File: src/rtl/mem_access_unit.sv
// Data-memory access controller: req/ack bus transaction, lane steering, stall.
// Optional SIGNED_LOAD_EN: lb/lh (opcode[2]=0 loads) sign-extend instead of being illegal.
module mem_access_unit #(
  parameter int unsigned TIMEOUT = 15
) (
  input  logic        clk,
  input  logic        rst,
  input  logic        mem_read,
  input  logic        mem_write,
  input  logic [5:0]  opcode,
  input  logic [31:0] addr,
  input  logic [31:0] wdata,
  output logic [31:0] rdata,
  output logic        stall,
  output logic        done,
  output logic        err,
  output logic        bus_req,
  output logic        bus_we,
  output logic [31:0] bus_addr,
  output logic [3:0]  bus_be,
  output logic [31:0] bus_wdata,
  input  logic [31:0] bus_rdata,
  input  logic        bus_ack
);

  typedef enum logic [1:0] {IDLE, REQ, DONE, ERR} state_t;

  state_t      state;
  logic [1:0]  size_q;
  logic [1:0]  lane_q;
  logic        sext_q;
  logic [7:0]  cnt;
  logic        start;
  logic        illegal;
  logic        sext_n;
  logic [3:0]  be_n;
  logic [31:0] wd_n;
  logic [31:0] ld;
  logic [7:0]  ld_b;
  logic [15:0] ld_h;
  logic        unused_ok;

  assign unused_ok = ^opcode[5:3];
  assign start = mem_read | mem_write;
  assign stall = (state == IDLE && start) || state == REQ;

  always_comb begin
    illegal = mem_read & mem_write;
    case (opcode[1:0])
      2'b10:   illegal = 1'b1;
      2'b01:   if (addr[0]) illegal = 1'b1;
      2'b11:   if (addr[1:0] != 2'b00) illegal = 1'b1;
      default: ;
    endcase
`ifndef SIGNED_LOAD_EN
    if (mem_read && !opcode[2] && opcode[1:0] != 2'b11)
      illegal = 1'b1;
`endif
  end

`ifdef SIGNED_LOAD_EN
  assign sext_n = mem_read & ~opcode[2];
`else
  assign sext_n = 1'b0;
`endif

  always_comb begin
    be_n = 4'b1111;
    wd_n = wdata;
    case (opcode[1:0])
      2'b00: begin
        be_n = 4'b0001 << addr[1:0];
        wd_n = {4{wdata[7:0]}};
      end
      2'b01: begin
        be_n = addr[1] ? 4'b1100 : 4'b0011;
        wd_n = {2{wdata[15:0]}};
      end
      default: ;
    endcase
    if (mem_read) wd_n = 32'h0;
  end

  // Lane extraction uses the size/lane latched at acceptance
  always_comb begin
    ld_b = bus_rdata[8*lane_q +: 8];
    ld_h = lane_q[1] ? bus_rdata[31:16] : bus_rdata[15:0];
    case (size_q)
      2'b00:   ld = {{24{sext_q & ld_b[7]}}, ld_b};
      2'b01:   ld = {{16{sext_q & ld_h[15]}}, ld_h};
      default: ld = bus_rdata;
    endcase
  end

  always_ff @(posedge clk or posedge rst) begin
    if (rst) begin
      state     <= IDLE;
      rdata     <= '0;
      done      <= 1'b0;
      err       <= 1'b0;
      bus_req   <= 1'b0;
      bus_we    <= 1'b0;
      bus_addr  <= '0;
      bus_be    <= '0;
      bus_wdata <= '0;
      cnt       <= '0;
      size_q    <= '0;
      lane_q    <= '0;
      sext_q    <= 1'b0;
    end else begin
      done <= 1'b0;
      err  <= 1'b0;
      case (state)
        IDLE: begin
          cnt <= '0;
          if (start && illegal) begin
            state <= ERR;
            err   <= 1'b1;
            rdata <= '0;
          end else if (start) begin
            state     <= REQ;
            size_q    <= opcode[1:0];
            lane_q    <= addr[1:0];
            sext_q    <= sext_n;
            bus_req   <= 1'b1;
            bus_we    <= mem_write;
            bus_addr  <= {addr[31:2], 2'b00};
            bus_be    <= be_n;
            bus_wdata <= wd_n;
          end
        end
        REQ: begin
          if (bus_ack || cnt == TIMEOUT[7:0] - 8'd1) begin
            bus_req   <= 1'b0;
            bus_we    <= 1'b0;
            bus_addr  <= '0;
            bus_be    <= '0;
            bus_wdata <= '0;
          end
          if (bus_ack) begin
            state <= DONE;
            done  <= 1'b1;
            rdata <= ld;
          end else if (cnt == TIMEOUT[7:0] - 8'd1) begin
            state <= ERR;
            err   <= 1'b1;
            rdata <= '0;
          end else begin
            cnt <= cnt + 8'd1;
          end
        end
        DONE:    state <= IDLE;
        ERR:     state <= IDLE;
        default: state <= IDLE;
      endcase
    end
  end

endmodule

File: config.mk
export PLATFORM = sky130hd
export DESIGN_NAME = mem_access_unit
export DESIGN_NICKNAME = d
export VERILOG_FILES = /design/src/rtl/mem_access_unit.sv
export SDC_FILE = /design/constraint.sdc
export NUM_CORES = 1
export LEC_CHECK = 0
export CORE_MARGIN = 2
export CORE_UTILIZATION = 25
export DETAILED_ROUTE_END_ITERATION = 8
export GPL_ROUTABILITY_DRIVEN = 0
export PLACE_DENSITY = 0.59
export SLEW_MARGIN = 20
export SYNTH_ARGS = -nofsm -noshare
export SYNTH_HDL_FRONTEND = slang
export SYNTH_SLANG_ARGS = --single-unit
File: constraint.sdc
create_clock -name clk -period 6.3 [get_ports clk]
set_clock_uncertainty 0.1 [all_clocks]
set_input_delay 1.89 -clock clk [delete_from_list [all_inputs] [get_ports clk]]
set_output_delay 1.89 -clock clk [all_outputs]
set_load 0.005 [all_outputs]
### Word-level counts from Yosys, hierarchy flattened

Index checks and enable logic that the tools add are counted.

| word-level totals | value |
|---|---|
| register bits | 118 |
| input port bits | 107 |
| output and inout port bits | 105 |
| word-level logic and storage cells | 99 |

| operators by class | value |
|---|---|
| add/sub/neg operators | 1 |
| eq/ne operators | 17 |
| shift operators | 2 |
| mux-type cells | 46 |
| bitwise operators | 3 |
| reductions and logical operators | 18 |

Operator list:

| operator | count |
|---|---|
| one-hot mux 32 bit (2 select lines) | 5 |
| two-way mux 32 bit | 9 |
| indexed part select 32 x 6 -> 8 bit | 1 |
| two-way mux 16 bit | 1 |
| two-way mux 4 bit | 4 |
| two-way mux 8 bit | 2 |
| one-hot mux 4 bit (2 select lines) | 2 |
| one-hot mux 8 bit (2 select lines) | 1 |
| two-way mux 1 bit | 13 |
| != test 2 bit, second input constant | 5 |
| AND reduction 3 bit | 3 |
| adder 8 x 1 -> 8 bit, second input constant | 1 |
| equality test 2 bit, second input constant | 4 |
| equality test 8 x 4 -> 1 bit, second input constant | 1 |
| two-way mux 2 bit | 4 |
| equality test 2 x 1 -> 1 bit, second input constant | 3 |
| logical NOT 2 bit | 3 |
| != test 3 x 2 -> 1 bit, second input constant | 2 |
| one-hot mux 1 bit (2 select lines) | 3 |
| one-hot mux 2 bit (3 select lines) | 1 |
| logical AND 1 bit | 4 |
| != test 2 x 1 -> 1 bit, second input constant | 2 |
| AND reduction 4 bit | 1 |
| nonzero test 2 bit | 2 |
| other kinds (9) | 10 |

### Depth between registers and ports, before layout

Gate-level depths: netlist (run 1).

| depth | value |
|---|---|
| depth after elaboration | 7 |
| gate-level depth with buffers | 9 |
| mapped depth without buffers | 6 |

### Worst setup path before layout (run 1)

Ideal clock, no wire load.

| timing path | value |
|---|---|
| path type | input-to-output |
| start | in mem_write |
| end | out stall |
| arrival | 2.363 ns |
| data required time | 4.310 ns |
| slack | 1.947 ns |
| cell stages on the path | 3 |
| path buffers | 0 |
| cell sequence | or2_2 -> nor2_1 -> nor2_1 |

| on the way | value |
|---|---|
| word-level cells in the longest chain between the ends | 3 |

Ends and longest elaborated chain:

| what | RTL line | text |
|---|---|---|
| start: declaration | 9 | `input logic mem_write,` |
| bitwise OR 1 bit | 44 | `assign start = mem_read \| mem_write;` |
| logical AND 1 bit | 45 | `assign stall = (state == IDLE && start) \|\| state == REQ;` |
| logical OR 1 bit | 45 |  |
| end: declaration | 14 | `output logic stall,` |

No other way between the ends.

### Worst setup path after layout (run 1)

Same ends and word-level chain as after synthesis.

==> qor.yml, run 1 <==
tightestPinTransition_ps: 940
startpoint_type: "primary input"
nets: 986
synth_simple_gate_area_share_pct: 11.0
die_h_microns: 166
setup_tns_ps: 0
outcome: "finished, final reports clean"
whs_endpoint: "rdata[17]"
ir_drop_v: 0.000150
rsz0062_at_grt: "false"
overflow: 0
hold_class: "flop to flop"
rr_startpoint: "state[1]"
cts_buffer_depth: 2
ctsHtreeMaxLevel: 4
critPathMaxFanout: 6
grt_antenna_before_repair: 0
drive_gt1_share_pct: 10.6
p_per_area_nw_per_um2: 400
post-route-min-period_ps: 5470
synth_compound_area_share_pct: 28.0
ys_seq_elements: 116
yosys_most_used_dff: "dfrtp_1"
synthArstFlopShare_pct: 100
multiInputGateArea_sq_um: 2950
ys_seq_area_share_pct: 44.5
synth_largest_area_cell: "dfrtp_1"
synth_common_cells: "dfrtp_1 (116), inv_1 (99), o21ai_0 (74), nand2_1 (54), o211ai_1 (41)"
setup_violations: 0
fmax_mhz: 183
grt_pass1_wl_microns: 34200
drt_iter0_drc: 436
clk_latency_ps: 410
synth_top_family_by_area: "compound AO/OA/AOI/OAI gates"
area_delta_synth_final_pct: 43.6
timing.rr.end: "bus_addr[8]"
cts_sinks: 116
clk_pin_slew_ps: 70
grt_pass1_vias: 6020
leakagePower_uw: 0.00374
synth_cells: 702
syn_avg_cell_area_sq_um: 9.29
port_buffers: 206
max_slew_margin_pct: 37.3
criticalPathCategory: "primary input to output pin"
synthTopCellsByArea: "dfrtp_1 (44%), inv_1 (5.7%), o21ai_0 (5.7%), o211ai_1 (4.7%), o221ai_1 (3.4%)"
vias: 6076
antenna_left: 0
yosys.cell_count.top_type: "dfrtp_1"
synth.area.mux_share_pct: 4.66
postCtsSetupBuffers: 0
period_share_pct: 86.9
diodes: 0
post_dp_cell_area_sq_um: 8820
min-delay-start: "rdata[17]"
maxCapViolations: 0
synth_adder_area_share_pct: 0.384
cts_root_buf: "clkbuf_16"
fillers: 2670
worstPathArrival_ps: 3480
fp.coreArea_sq_um: 25800
wl_per_cell_microns: 18.2
dp_hpwl_microns: 14700
post-route-drc-count: 0
dieWidth_microns: 166
synth_edf_count: 0
ys_warn_count: 0
wirelength_microns: 22200
slew_violations: 0
initial_core_util_pct: 25.2
r2r_cells: 6
dieArea_sq_um: 27400
drt_first_pass_iters: 4
final_hold_viol_count: 0
worst_ep_required_time_ps: 4310
hold_depth: 2
grt_max_degree: 80
synthDistinctLibCells: 62
final-seq-area_sq_um: 2900
pin_count: 212
ff2ff_setup_slack_ps: 3450
synth_top_cell_area_share_pct: 44.5
cp-end-kind: "output pin"
cts_hold_buf: 0
syn_area_sq_um: 6520
numCtsBuffers: 17
postCtsResizedCells: 0
fin_area_sq_um: 9370
grt_util_all_layers_pct: 16.1
routed_via_density: 4.96
fin_total_pwr_uw: 3750
row_count: 59
yosys.area_share.xor_xnor_pct: 0.671
cts_tree: "done"
[layer usage]
metal  global-route usage [%]  routed length (microns)  vias to the layer above
met5                        0                        0                        -
met4                     4.78                      359                        0
met3                     5.00                     1890                       26
met2                     25.3                    10200                      218
met1                     21.1                     9790                     2957
li1                         -                        -                     2875
[logic make-up (layout without fill, tap and decap cells)]
| logic type | after synthesis | in the layout |
|---|---|---|
| adder cells (fa/ha/maj) | 2 | 2 |
| flip-flops | 116 | 116 |
| buffers and inverters | 166 | 353 |
| XOR/XNOR | 5 | 5 |
| other | 1 | 2 |
| AO/OA/AOI/OAI | 243 | 243 |
| multiplexers | 28 | 28 |
| AND/OR/NAND/NOR | 141 | 141 |
[through the flow]
stage / std cells / hold WS [ps] / setup WS [ps] / util, %
global placement: 1193 / 409 / 830 / 34.1
detailed placement: 1193 / 424 / 817 / 34.1
CTS: 1225 / 440 / 816 / 36.3
floorplan: 703 / 403 / 1240 / -
global route: 1225 / 464 / 750 / 36.3
finish: 1225 / 432 / 825 / 36.3
[sequential cells by signal (all words and copies together), names as in the netlist]
name       cells
done           1
bus_addr      30
size_q         2
state          2
bus_req        1
rdata         32
err            1
lane_q         2
cnt            8
bus_be         4
bus_wdata     32
bus_we         1
[worst max-delay path, stage by stage]
cell             delay (ps)
clkdlybuf4s50_1         530
or2_2                   370
nor2_1                  140
nor2_1                   60
clkdlybuf4s50_1         490
[power by group]
group	internal [uW]	total (uW)	switching [uW]	leakage [uW]
sequential	1010	1240	232	0.00153
combinational	815	1590	772	0.00194
clock	512	919	407	0.000262
total	2340	3750	1410	0.00374
[how the worst max path moves through the flow]
stage	start	end	cells after the start	slack [ps]
floorplan	rst	bus_addr[10]	1	1240
global placement	mem_write	stall	5	830
global route	mem_write	stall	5	750
finish	mem_write	stall	5	830
detailed placement	mem_write	stall	5	820
CTS	mem_write	stall	5	820
[cells in the final DEF (no fill, tap or decap), types with 2 or more instances in the layout]
cell type,instances
clkdlybuf4s50_1,206
dfrtp_1,115
inv_1,98
o21ai_0,74
nand2_1,54
o211ai_1,41
nand3_1,37
o221ai_1,25
clkbuf_16,17
o31ai_1,16
o32ai_1,16
mux2_2,16
a21oi_1,14
nor2_1,14
buf_4,11
mux2i_1,9
o221ai_2,9
and3b_1,8
a22o_1,8
a22oi_1,8
inv_6,8
a211o_1,7
or3_1,7
xnor2_1,5
a211oi_1,4
inv_2,3
nand2b_1,3
or2_2,3
mux2_1,3
clkinvlp_4,3
o2111a_1,2
a2111oi_2,2
nor3_1,2
nor2b_1,2
a2111oi_0,2
o21ai_1,2
ha_1,2
conb_1,2
clkinv_4,2
clkinv_2,2
[final cells by class]
class                           count  share of cell area, %
Multi-Input combinational cell    421                   31.4
Sequential cell                   116                   31.0
Timing Repair Buffer              218                   23.1
Clock buffer                       17                   4.54
Tap cell                          335                   4.47
Inverter                          103                   4.15
Clock inverter                     15                   1.28
Note: power is estimated with default switching activity, not from simulation.
==> run 2: changes to the inputs <==
--- a/config.mk
+++ b/config.mk
@@ -7,9 +7,11 @@
 export LEC_CHECK = 0
 export CORE_MARGIN = 2
 export CORE_UTILIZATION = 25
+export CTS_CLUSTER_SIZE = 12
 export DETAILED_ROUTE_END_ITERATION = 8
 export GPL_ROUTABILITY_DRIVEN = 0
 export PLACE_DENSITY = 0.59
+export SKIP_CTS_REPAIR_TIMING = 1
 export SLEW_MARGIN = 20
 export SYNTH_ARGS = -nofsm -noshare
 export SYNTH_HDL_FRONTEND = slang
==> results of run 2 <==
Same layout as run 1: the final DEF is identical, and so are final timing and power.
==> run 3: changes to the inputs <==
--- a/config.mk
+++ b/config.mk
@@ -9,7 +9,6 @@
 export CORE_UTILIZATION = 25
 export CTS_CLUSTER_SIZE = 12
 export DETAILED_ROUTE_END_ITERATION = 8
-export GPL_ROUTABILITY_DRIVEN = 0
 export PLACE_DENSITY = 0.59
 export SKIP_CTS_REPAIR_TIMING = 1
 export SLEW_MARGIN = 20
==> results of run 3 <==
Same layout as run 1: the final DEF is identical, and so are final timing and power.
